`config.mk`:
```
export PLATFORM = sky130hd
export DESIGN_NAME = lane_neuron
export DESIGN_NICKNAME = d
export VERILOG_FILES = /design/src/rtl/lane_neuron.sv
export SDC_FILE = /design/constraint.sdc
export NUM_CORES = 1
export LEC_CHECK = 0
export CAP_MARGIN = 25
export CORE_MARGIN = 1.5
export CORE_UTILIZATION = 60
export DETAILED_ROUTE_END_ITERATION = 8
export PLACE_DENSITY = 0.82
export SYNTH_ARGS = -nofsm -noshare
export SYNTH_HDL_FRONTEND = slang
export SYNTH_SLANG_ARGS = --single-unit
```
`constraint.sdc`:
```
create_clock -name clock -period 7.9 [get_ports clock]
set_input_delay 2.37 -clock clock [delete_from_list [all_inputs] [get_ports clock]]
set_output_delay 2.37 -clock clock [all_outputs]
set_load 0.02 [all_outputs]
```
`src/rtl/lane_neuron.sv`:
```
// lane_neuron: fixed-point neuron, NUM_LANES multiply-accumulates per cycle, then an activation.
// Define NEURON_SATURATE_EN to clamp an out-of-range sum instead of wrapping it.
package lane_neuron_pkg;
  typedef enum logic [1:0] {NONE, RELU, HARD_SIGMOID} activation_e;
endpackage

module lane_neuron
  import lane_neuron_pkg::*;
#(
  parameter int unsigned NUM_INPUTS     = 4,
  parameter int unsigned NUM_LANES      = 1,
  parameter activation_e ACTIVATION     = RELU,
  parameter int unsigned INTEGER_WIDTH  = 8,
  parameter int unsigned FRACTION_WIDTH = 8,
  localparam int unsigned W = INTEGER_WIDTH + FRACTION_WIDTH
) (
  input  logic                         clock,
  input  logic                         reset,
  input  logic                         inputs_ready,
  input  logic [NUM_INPUTS-1:0][W-1:0] inputs,
  input  logic [NUM_INPUTS-1:0][W-1:0] weights,
  input  logic [W-1:0]                 bias,
  output logic                         busy,
  output logic                         output_ready,
  output logic [W-1:0]                 out,
  output logic                         overflow
);

  localparam int unsigned G         = (NUM_INPUTS + NUM_LANES - 1) / NUM_LANES;
  localparam int unsigned PAD_N     = G * NUM_LANES;
  localparam int unsigned PAD_BITS  = PAD_N * W;
  localparam int unsigned LANE_BITS = NUM_LANES * W;
  localparam int unsigned PROD_W    = 2 * W;
  localparam int unsigned ACC_W     = 2 * W + $clog2(NUM_INPUTS + 1);
  localparam int unsigned GW        = (G > 1) ? $clog2(G) : 1;

  localparam logic [W-1:0]        MAX_V  = {1'b0, {(W-1){1'b1}}};
  localparam logic [W-1:0]        MIN_V  = {1'b1, {(W-1){1'b0}}};
  localparam logic signed [W:0]   ONE_X  = (W+1)'(1) << FRACTION_WIDTH;
  localparam logic signed [W:0]   HALF_X = (W+1)'(1) << (FRACTION_WIDTH - 1);

  typedef enum logic [1:0] {S_IDLE, S_ACCUMULATE, S_ACTIVATE, S_DONE} state_e;

  state_e state, state_next;
  logic   accept;
  logic   last_group;

  logic [PAD_N-1:0][W-1:0]   cap_in, cap_w;
  logic [GW-1:0]             group;
  logic signed [ACC_W-1:0]   acc;
  logic signed [ACC_W-1:0]   lane_sum;
  logic signed [PROD_W-1:0]  prod [NUM_LANES];
  logic signed [ACC_W-1:0]   shifted;
  logic [ACC_W-W:0]          range_hi;
  logic                      range_ovf;
  logic [W-1:0]              reduced;
  logic signed [W:0]         hs;
  logic [W-1:0]              activated;

  assign last_group = (group == GW'(G - 1));

  // State register; busy is registered from the state being entered.
  always_ff @(posedge clock or posedge reset) begin
    if (reset) begin
      state <= S_IDLE;
      busy  <= 1'b0;
    end else begin
      state <= state_next;
      busy  <= (state_next == S_ACCUMULATE) || (state_next == S_ACTIVATE);
    end
  end

  always_comb begin
    state_next = state;
    accept     = 1'b0;
    case (state)
      S_IDLE, S_DONE: begin
        if (inputs_ready) begin
          accept     = 1'b1;
          state_next = S_ACCUMULATE;
        end
      end
      S_ACCUMULATE: if (last_group) state_next = S_ACTIVATE;
      S_ACTIVATE:   state_next = S_DONE;
      default:      state_next = S_IDLE;
    endcase
  end

  // Lanes always read the bottom NUM_LANES captured elements; the capture shifts down per group.
  always_comb begin
    lane_sum = '0;
    for (int unsigned l = 0; l < NUM_LANES; l++) begin
      prod[l]  = $signed(cap_in[l]) * $signed(cap_w[l]);
      lane_sum = lane_sum + ACC_W'(prod[l]);
    end
  end

  always_comb begin
    shifted   = acc >>> FRACTION_WIDTH;
    range_hi  = shifted[ACC_W-1:W-1];
    range_ovf = !((&range_hi) || !(|range_hi));
`ifdef NEURON_SATURATE_EN
    reduced   = range_ovf ? (shifted[ACC_W-1] ? MIN_V : MAX_V) : shifted[W-1:0];
`else
    reduced   = shifted[W-1:0];
`endif
    hs        = ($signed({reduced[W-1], reduced}) >>> 2) + HALF_X;
    activated = reduced;
    case (ACTIVATION)
      NONE:         activated = reduced;
      RELU:         activated = reduced[W-1] ? '0 : reduced;
      HARD_SIGMOID: begin
        if (hs[W])          activated = '0;
        else if (hs > ONE_X) activated = ONE_X[W-1:0];
        else                 activated = hs[W-1:0];
      end
      default:      activated = reduced;
    endcase
  end

  // Datapath: capture, accumulate, activate.
  always_ff @(posedge clock or posedge reset) begin
    if (reset) begin
      cap_in       <= '0;
      cap_w        <= '0;
      acc          <= '0;
      group        <= '0;
      out          <= '0;
      output_ready <= 1'b0;
      overflow     <= 1'b0;
    end else begin
      case (state)
        S_IDLE, S_DONE: begin
          if (accept) begin
            cap_in       <= PAD_BITS'(inputs);
            cap_w        <= PAD_BITS'(weights);
            acc          <= ACC_W'($signed(bias)) <<< FRACTION_WIDTH;
            group        <= '0;
            output_ready <= 1'b0;
            overflow     <= 1'b0;
          end
        end
        S_ACCUMULATE: begin
          acc    <= acc + lane_sum;
          cap_in <= cap_in >> LANE_BITS;
          cap_w  <= cap_w >> LANE_BITS;
          group  <= group + GW'(1);
        end
        S_ACTIVATE: begin
          out          <= activated;
          overflow     <= range_ovf;
          output_ready <= 1'b1;
        end
        default: ;
      endcase
    end
  end

endmodule
```
==> reports/qor.tcl, run 1 <==
set qor(run_status) {finished, final reports clean}
set qor(syn_avg_cell_area_um2) 9.78
set qor(routed_wire_length_per_instance_um) 18.1
set qor(critPathMaxStageDelay_ns) 0.70
set qor(drt_first_pass_iters) 5
set qor(route.antenna.remaining_nets) 0
set qor(placedInstanceArea_um2) 21300
set qor(hold_violations) 0
set qor(ioPinCount) 166
set qor(cts.sinks) 185
set qor(grt_max_degree) 218
set qor(fin_nets) 2646
set qor(dieWidth_um) 183
set qor(syn-num-nets) 2556
set qor(drv.max_cap_violation_count) 0
set qor(path_buf_inv) 3
set qor(ys_dominant_reg_cell) {sky130_fd_sc_hd__dfrtp_1}
set qor(post_cts_clock_slew_at_the_launch_and_capture_registers_of_the_worst_setup_and_hold_paths_ns) 0.09
set qor(post_cts_repair_resize_count) 0
set qor(cts_setup_buffers) 0
set qor(critical_path.slowest_cell) {sky130_fd_sc_hd__dfrtp_1}
set qor(rows) 65
set qor(initial_util_pct) 61.4
set qor(detailedRoute.firstIterationViolations) 957
set qor(async_flop_share_pct) 100
set qor(cp.arrival_ns) 6.97
set qor(synth.lib_cells_used.distinct) 56
set qor(drive_above_1_share_pct) 2.58
set qor(gp_congestion) 0.914
set qor(unrepaired_setup_endpoints_after_global_routing) {no}
set qor(synth.largest_area_cell) {sky130_fd_sc_hd__fa_1}
set qor(n_antenna_cell) 0
set qor(cp_most_frequent_cell) {sky130_fd_sc_hd__fa_1}
set qor(min_path_type) {reg2reg}
set qor(synthesis.instances) 1992
set qor(synth_sequential_area_ratio_pct) 23.8
set qor(crit_fanout) 17
set qor(cts-buffers-inserted) 17
set qor(vias_after_detailed_routing) 14000
set qor(die_height_um) 183
set qor(final_critical_delay_including_setup_and_external_delays_ns) 6.59
set qor(timing_worst_slew_pin_value_ns) 0.989
set qor(place.detailed.hpwl_um) 34900
set qor(grt_antenna_before_repair) 1
set qor(setup.worst_path.class) {reg2reg}
set qor(post-route-drc-count) 0
set qor(clock-root-buffer) {sky130_fd_sc_hd__clkbuf_16}
set qor(syn-cell-area_um2) 19500
set qor(cts.path.max_buffers) 2
set qor(portBuffers) 164
set qor(cp.required_ns) 8.28
set qor(setup_viol) 0
set qor(path_cells) {nand2_1 > fa_1 > fa_1 > fa_1 > fa_1 > inv_1 > fa_1 > inv_1 > fa_1 > inv_1 > ha_1 > a21o_1 > a31o_2 > a21oi_2 > o211ai_1 > and3_1 > o31ai_1 > mux2_2 > o21ai_0}
set qor(detail_route.vias_per_cell) 5.62
set qor(globalRouteTotalUtil_pct) 28.4
set qor(postSynthRegisterBits) 185
set qor(synth_enable_flop_cells) 0
set qor(ff2ff_setup_slack_ns) 1.31
set qor(setup_total_negative_slack_ns) 0
set qor(synth_largest_type_area_fraction_pct) 31.9
set qor(aggregate_global_routing_overflow) 0
set qor(final_cell_area_um2) 22000
set qor(maxSlewViolCount) 0
set qor(wl_um) 45200
set qor(clock_tree.htree_level_count) 4
set qor(yosys_warnings) 0
set qor(fmaxAchievable_mhz) 152
set qor(critical_path.endpoint_type) {flip-flop}
set qor(clock-skew-final_ns) 0.0279
set qor(first_global_vias) 14900
set qor(synth.area.top_cells) {sky130_fd_sc_hd__fa_1 (32%), sky130_fd_sc_hd__dfrtp_1 (24%), sky130_fd_sc_hd__inv_1 (7.3%), sky130_fd_sc_hd__ha_1 (6.9%), sky130_fd_sc_hd__mux2i_1 (5.8%)}
set qor(floorplan.die_area_um2) 33600
set qor(slew-limit-headroom_pct) 33.9
set qor(fin_crit_sh_pct) 83.4
set qor(holdBufCountCts) 0
set qor(family_of_cells_with_the_greatest_summed_delay_on_the_critical_path) {adder cells}
set qor(design.core.area_um2) 31700
set qor(worst_skew_pair.late_latency_ns) 0.47
set qor(crit_path_start_kind) {flip-flop}
set qor(cts_tree) {yes}
set qor(synthToLayoutAreaGrowth_pct) 12.8
set qor(global_route_wire_length_before_repair_um) 74100
routing by layer:
layer	GRT usage, %	vias up	wire [µm]
li1	-	6405	-
met1	35.9	7078	18000
met2	47.7	443	22900
met3	5.66	112	2540
met4	12.2	2	1680
met5	0	-	14
kinds of logic (layout without fill, tap and decap cells):
logic type / after synthesis / in the layout / synth area share, %
buffers and inverters: 481 / 584 / 9.30
and+or+nand+nor: 462 / 462 / 11.3
adders and majority gates: 417 / 417 / 38.7
AOI/OAI and AO/OA: 301 / 301 / 9.62
DFF: 185 / 185 / 23.8
muxes: 113 / 113 / 5.81
xor gates and xnor gates: 32 / 32 / 1.44
other: 1 / 1 / 0.0193
cell usage in the layout (no fill, tap or decap), types with 37 or more instances in the layout:
| cell type | instances |
|---|---|
| sky130_fd_sc_hd__a21oi_1 | 37 |
| sky130_fd_sc_hd__dfrtp_1 | 185 |
| sky130_fd_sc_hd__a22o_1 | 38 |
| sky130_fd_sc_hd__clkdlybuf4s50_1 | 164 |
| sky130_fd_sc_hd__fa_1 | 310 |
| sky130_fd_sc_hd__ha_1 | 106 |
| sky130_fd_sc_hd__mux2i_1 | 111 |
| sky130_fd_sc_hd__nand2_1 | 250 |
| sky130_fd_sc_hd__and2_1 | 127 |
| sky130_fd_sc_hd__inv_1 | 380 |
| sky130_fd_sc_hd__o21ai_0 | 157 |
path summary, 6_finish.rpt:
path / from / endpoint / cells past startpoint
worst max register to register: cap_in[9] / acc[32] / 19
worst max-delay path: cap_in[9] / acc[32] / 19
worst min register to register: cap_w[18] / cap_w[18] / 2
worst min-delay path: cap_w[18] / cap_w[18] / 2
min in group asynchronous: reset / cap_in[59] / 2
max in group asynchronous: reset / out[5] / 3
flip-flops by register name, summed over array words and instances (netlist names):
register	cells
cap_in	64
cap_w	64
acc	35
out	15
group	2
state	2
busy	1
output_ready	1
overflow	1
layout make-up:
| class | instances | area [µm²] |
|---|---|---|
| Inverter | 381 | 1440 |
| Multi-Input combinational cell | 1326 | 13100 |
| Clock buffer | 19 | 453 |
| Clock inverter | 13 | 173 |
| Fill cell | 2342 | 9750 |
| Tap cell | 402 | 503 |
| Sequential cell | 185 | 4630 |
| Timing Repair Buffer | 171 | 1710 |
Yosys cell counts, types with 10 or more instances:
| cell type | instances |
|---|---|
| sky130_fd_sc_hd__fa_1 | 310 |
| sky130_fd_sc_hd__ha_1 | 107 |
| sky130_fd_sc_hd__a22o_1 | 38 |
| sky130_fd_sc_hd__nand4_1 | 10 |
| sky130_fd_sc_hd__o21ai_0 | 157 |
| sky130_fd_sc_hd__buf_1 | 20 |
| sky130_fd_sc_hd__a21oi_1 | 37 |
| sky130_fd_sc_hd__dfrtp_1 | 185 |
| sky130_fd_sc_hd__inv_1 | 381 |
| sky130_fd_sc_hd__xnor2_1 | 21 |
| sky130_fd_sc_hd__nand3b_1 | 15 |
| sky130_fd_sc_hd__xor2_1 | 11 |
| sky130_fd_sc_hd__a21o_1 | 12 |
| sky130_fd_sc_hd__nor2_1 | 30 |
| sky130_fd_sc_hd__clkbuf_1 | 77 |
| sky130_fd_sc_hd__nand2_1 | 250 |
| sky130_fd_sc_hd__mux2i_1 | 112 |
| sky130_fd_sc_hd__and2_1 | 127 |
worst min-delay path: stages, from the launching register on:
cell and delay [ns]:
sky130_fd_sc_hd__dfrtp_1 0.34, sky130_fd_sc_hd__nand2_1 0.05, sky130_fd_sc_hd__o21ai_0 0.06
through the flow:
step	worst slack [ns]	util (%)	instances	hold WS, ns
floorplan	0.501	-	1992	0.450
global placement	1.52	67.3	2465	0.460
detailed placement	1.35	67.3	2465	0.470
CTS	1.38	69.3	2497	0.486
global route	0.946	69.3	2497	0.501
finish	1.31	69.3	2497	0.480
Power of run 1 is not shown: default switching activity piles up to over one toggle a cycle in this logic, so the estimate is an artifact.
==> inputs of run 2 (changes only) <==
==> constraint.sdc (replaced) <==
create_clock -name clock -period 6.35 [get_ports clock]
set_input_delay 1.905 -clock clock [delete_from_list [all_inputs] [get_ports clock]]
set_output_delay 1.905 -clock clock [all_outputs]
set_load 0.02 [all_outputs]
==> reports/qor.tcl, run 2 (same netlist as run 1, synthesis figures left out) <==
set qor(cp.required_ns) 6.73
set qor(fin_nets) 2703
set qor(first_global_vias) 15700
set qor(n_antenna_cell) 0
set qor(largestRegisters) {cap_in: 64 flops, cap_w: 64 flops, acc: 35 flops}
set qor(setup_total_negative_slack_ns) 0
set qor(synthToLayoutAreaGrowth_pct) 15.4
set qor(setup.worst_path.class) {reg2reg}
set qor(cts.path.max_buffers) 2
set qor(grt_max_degree) 130
set qor(unrepaired_setup_endpoints_after_global_routing) {yes}
set qor(slew-limit-headroom_pct) 29.2
set qor(drt_first_pass_iters) 5
set qor(place.detailed.hpwl_um) 37200
set qor(rows) 65
set qor(design.core.area_um2) 31700
set qor(critical_path.endpoint_type) {flip-flop}
set qor(global_route_wire_length_before_repair_um) 77700
set qor(detail_route.vias_per_cell) 5.65
set qor(wl_um) 47300
set qor(cts_tree) {yes}
set qor(ioPinCount) 166
set qor(grt_antenna_before_repair) 0
set qor(cp.arrival_ns) 6.56
set qor(worst_skew_pair.late_latency_ns) 0.47
set qor(setup_viol) 0
set qor(final_critical_delay_including_setup_and_external_delays_ns) 6.18
set qor(maxSlewViolCount) 0
set qor(route.antenna.remaining_nets) 0
set qor(post_cts_clock_slew_at_the_launch_and_capture_registers_of_the_worst_setup_and_hold_paths_ns) 0.09
set qor(routed_wire_length_per_instance_um) 18.5
set qor(initial_util_pct) 61.4
set qor(drv.max_cap_violation_count) 0
set qor(cts.sinks) 185
set qor(fmaxAchievable_mhz) 162
set qor(fin_crit_sh_pct) 97.4
set qor(floorplan.die_area_um2) 33600
set qor(layout.cells.most_common) {sky130_fd_sc_hd__inv_1}
set qor(min_path_type) {reg2reg}
set qor(detailedRoute.firstIterationViolations) 926
set qor(post-route-drc-count) 0
set qor(holdBufCountCts) 0
set qor(timing_worst_slew_pin_value_ns) 1.06
set qor(multiInputGateArea_um2) 13100
set qor(aggregate_global_routing_overflow) 0
set qor(most-common-layout-cells) {sky130_fd_sc_hd__inv_1 (380), sky130_fd_sc_hd__fa_1 (308), sky130_fd_sc_hd__nand2_1 (250)}
set qor(globalRouteTotalUtil_pct) 29.8
set qor(clock_tree.htree_level_count) 4
set qor(gp_congestion) 0.896
set qor(vias_after_detailed_routing) 14400
set qor(sequential_cell_area_um2) 4660
set qor(cts-buffers-inserted) 17
set qor(portBuffers) 164
set qor(drive_above_1_share_pct) 6.27
set qor(clock-root-buffer) {sky130_fd_sc_hd__clkbuf_16}
set qor(hold_violations) 0
set qor(crit_path_start_kind) {flip-flop}
set qor(run_status) {finished, final reports clean}
set qor(clock-skew-final_ns) 0.0193
set qor(dieWidth_um) 183
set qor(die_height_um) 183
set qor(crit_fanout) 12
set qor(fillCellCount) 2291
==> run 2: path summary, 6_finish.rpt <==
| path | cells after the start | slack (ns) | to | from |
|---|---|---|---|---|
| max in group asynchronous | 3 | 3.58 | cap_w[1] | reset |
| hold / removal | 2 | 0.48 | cap_in[35] | cap_in[35] |
| min in group asynchronous | 2 | 1.72 | group[0] | reset |
| setup reg to reg | 20 | 0.17 | acc[32] | cap_w[4] |
| setup / recovery | 20 | 0.17 | acc[32] | cap_w[4] |
| hold reg to reg | 2 | 0.48 | cap_in[35] | cap_in[35] |
==> run 2: through the flow <==
step / setup slack [ns] / std cells / hold WS [ns] / instance area [µm²] / util, %
6_report: 0.166 / 2554 / 0.485 / 22500 / 70.9
5_1_grt: 0.000425 / 2554 / 0.500 / 22500 / 70.9
4_1_cts: 0.0138 / 2543 / 0.488 / 22300 / 70.4
3_5_place_dp: -0.0259 / 2511 / 0.470 / 21700 / 68.4
3_3_place_gp: 0.239 / 2511 / 0.460 / 21700 / 68.4
2_1_floorplan: 0.291 / 1992 / 0.450 / 19500 / -
==> run 2: routing by layer <==
metal | vias to the layer above | wire length [µm] | global-route usage (%)
li1 | 6526 | - | -
met3 | 141 | 2840 | 5.66
met5 | - | 0 | 0
met2 | 505 | 24300 | 51.5
met1 | 7257 | 18300 | 36.8
met4 | 0 | 1890 | 12.7
==> run 2: final cells by class <==
class	instances	share of cell area (%)
clock buffer	17	1.89
clock inverter	15	0.846
inverter	381	6.38
multi-input combinational	1326	58.3
sequential	185	20.7
tap	402	2.24
timing repair buffer	228	9.69
==> run 2: what timing repair did <==
action,CTS,global route
pin swaps,0,3
buffers inserted,0,10
setup endpoints to repair,1,12
gates resized for setup,1,25
==> run 2: critical path: stages (launching register included) <==
cell,delay [ns]
sky130_fd_sc_hd__dfrtp_2,0.49
sky130_fd_sc_hd__and2_1,0.20
sky130_fd_sc_hd__fa_1,0.54
sky130_fd_sc_hd__inv_1,0.05
sky130_fd_sc_hd__fa_1,0.47
sky130_fd_sc_hd__fa_1,0.51
sky130_fd_sc_hd__fa_1,0.54
sky130_fd_sc_hd__inv_1,0.05
sky130_fd_sc_hd__fa_1,0.48
sky130_fd_sc_hd__inv_1,0.05
sky130_fd_sc_hd__fa_1,0.47
sky130_fd_sc_hd__inv_1,0.04
sky130_fd_sc_hd__ha_1,0.28
sky130_fd_sc_hd__a21o_1,0.20
sky130_fd_sc_hd__a31o_2,0.26
sky130_fd_sc_hd__a21oi_4,0.23
sky130_fd_sc_hd__o211ai_1,0.21
sky130_fd_sc_hd__and3_1,0.23
sky130_fd_sc_hd__o31ai_1,0.24
sky130_fd_sc_hd__mux2_2,0.37
sky130_fd_sc_hd__o21ai_0,0.16
Power of run 2 is left out for the same reason.
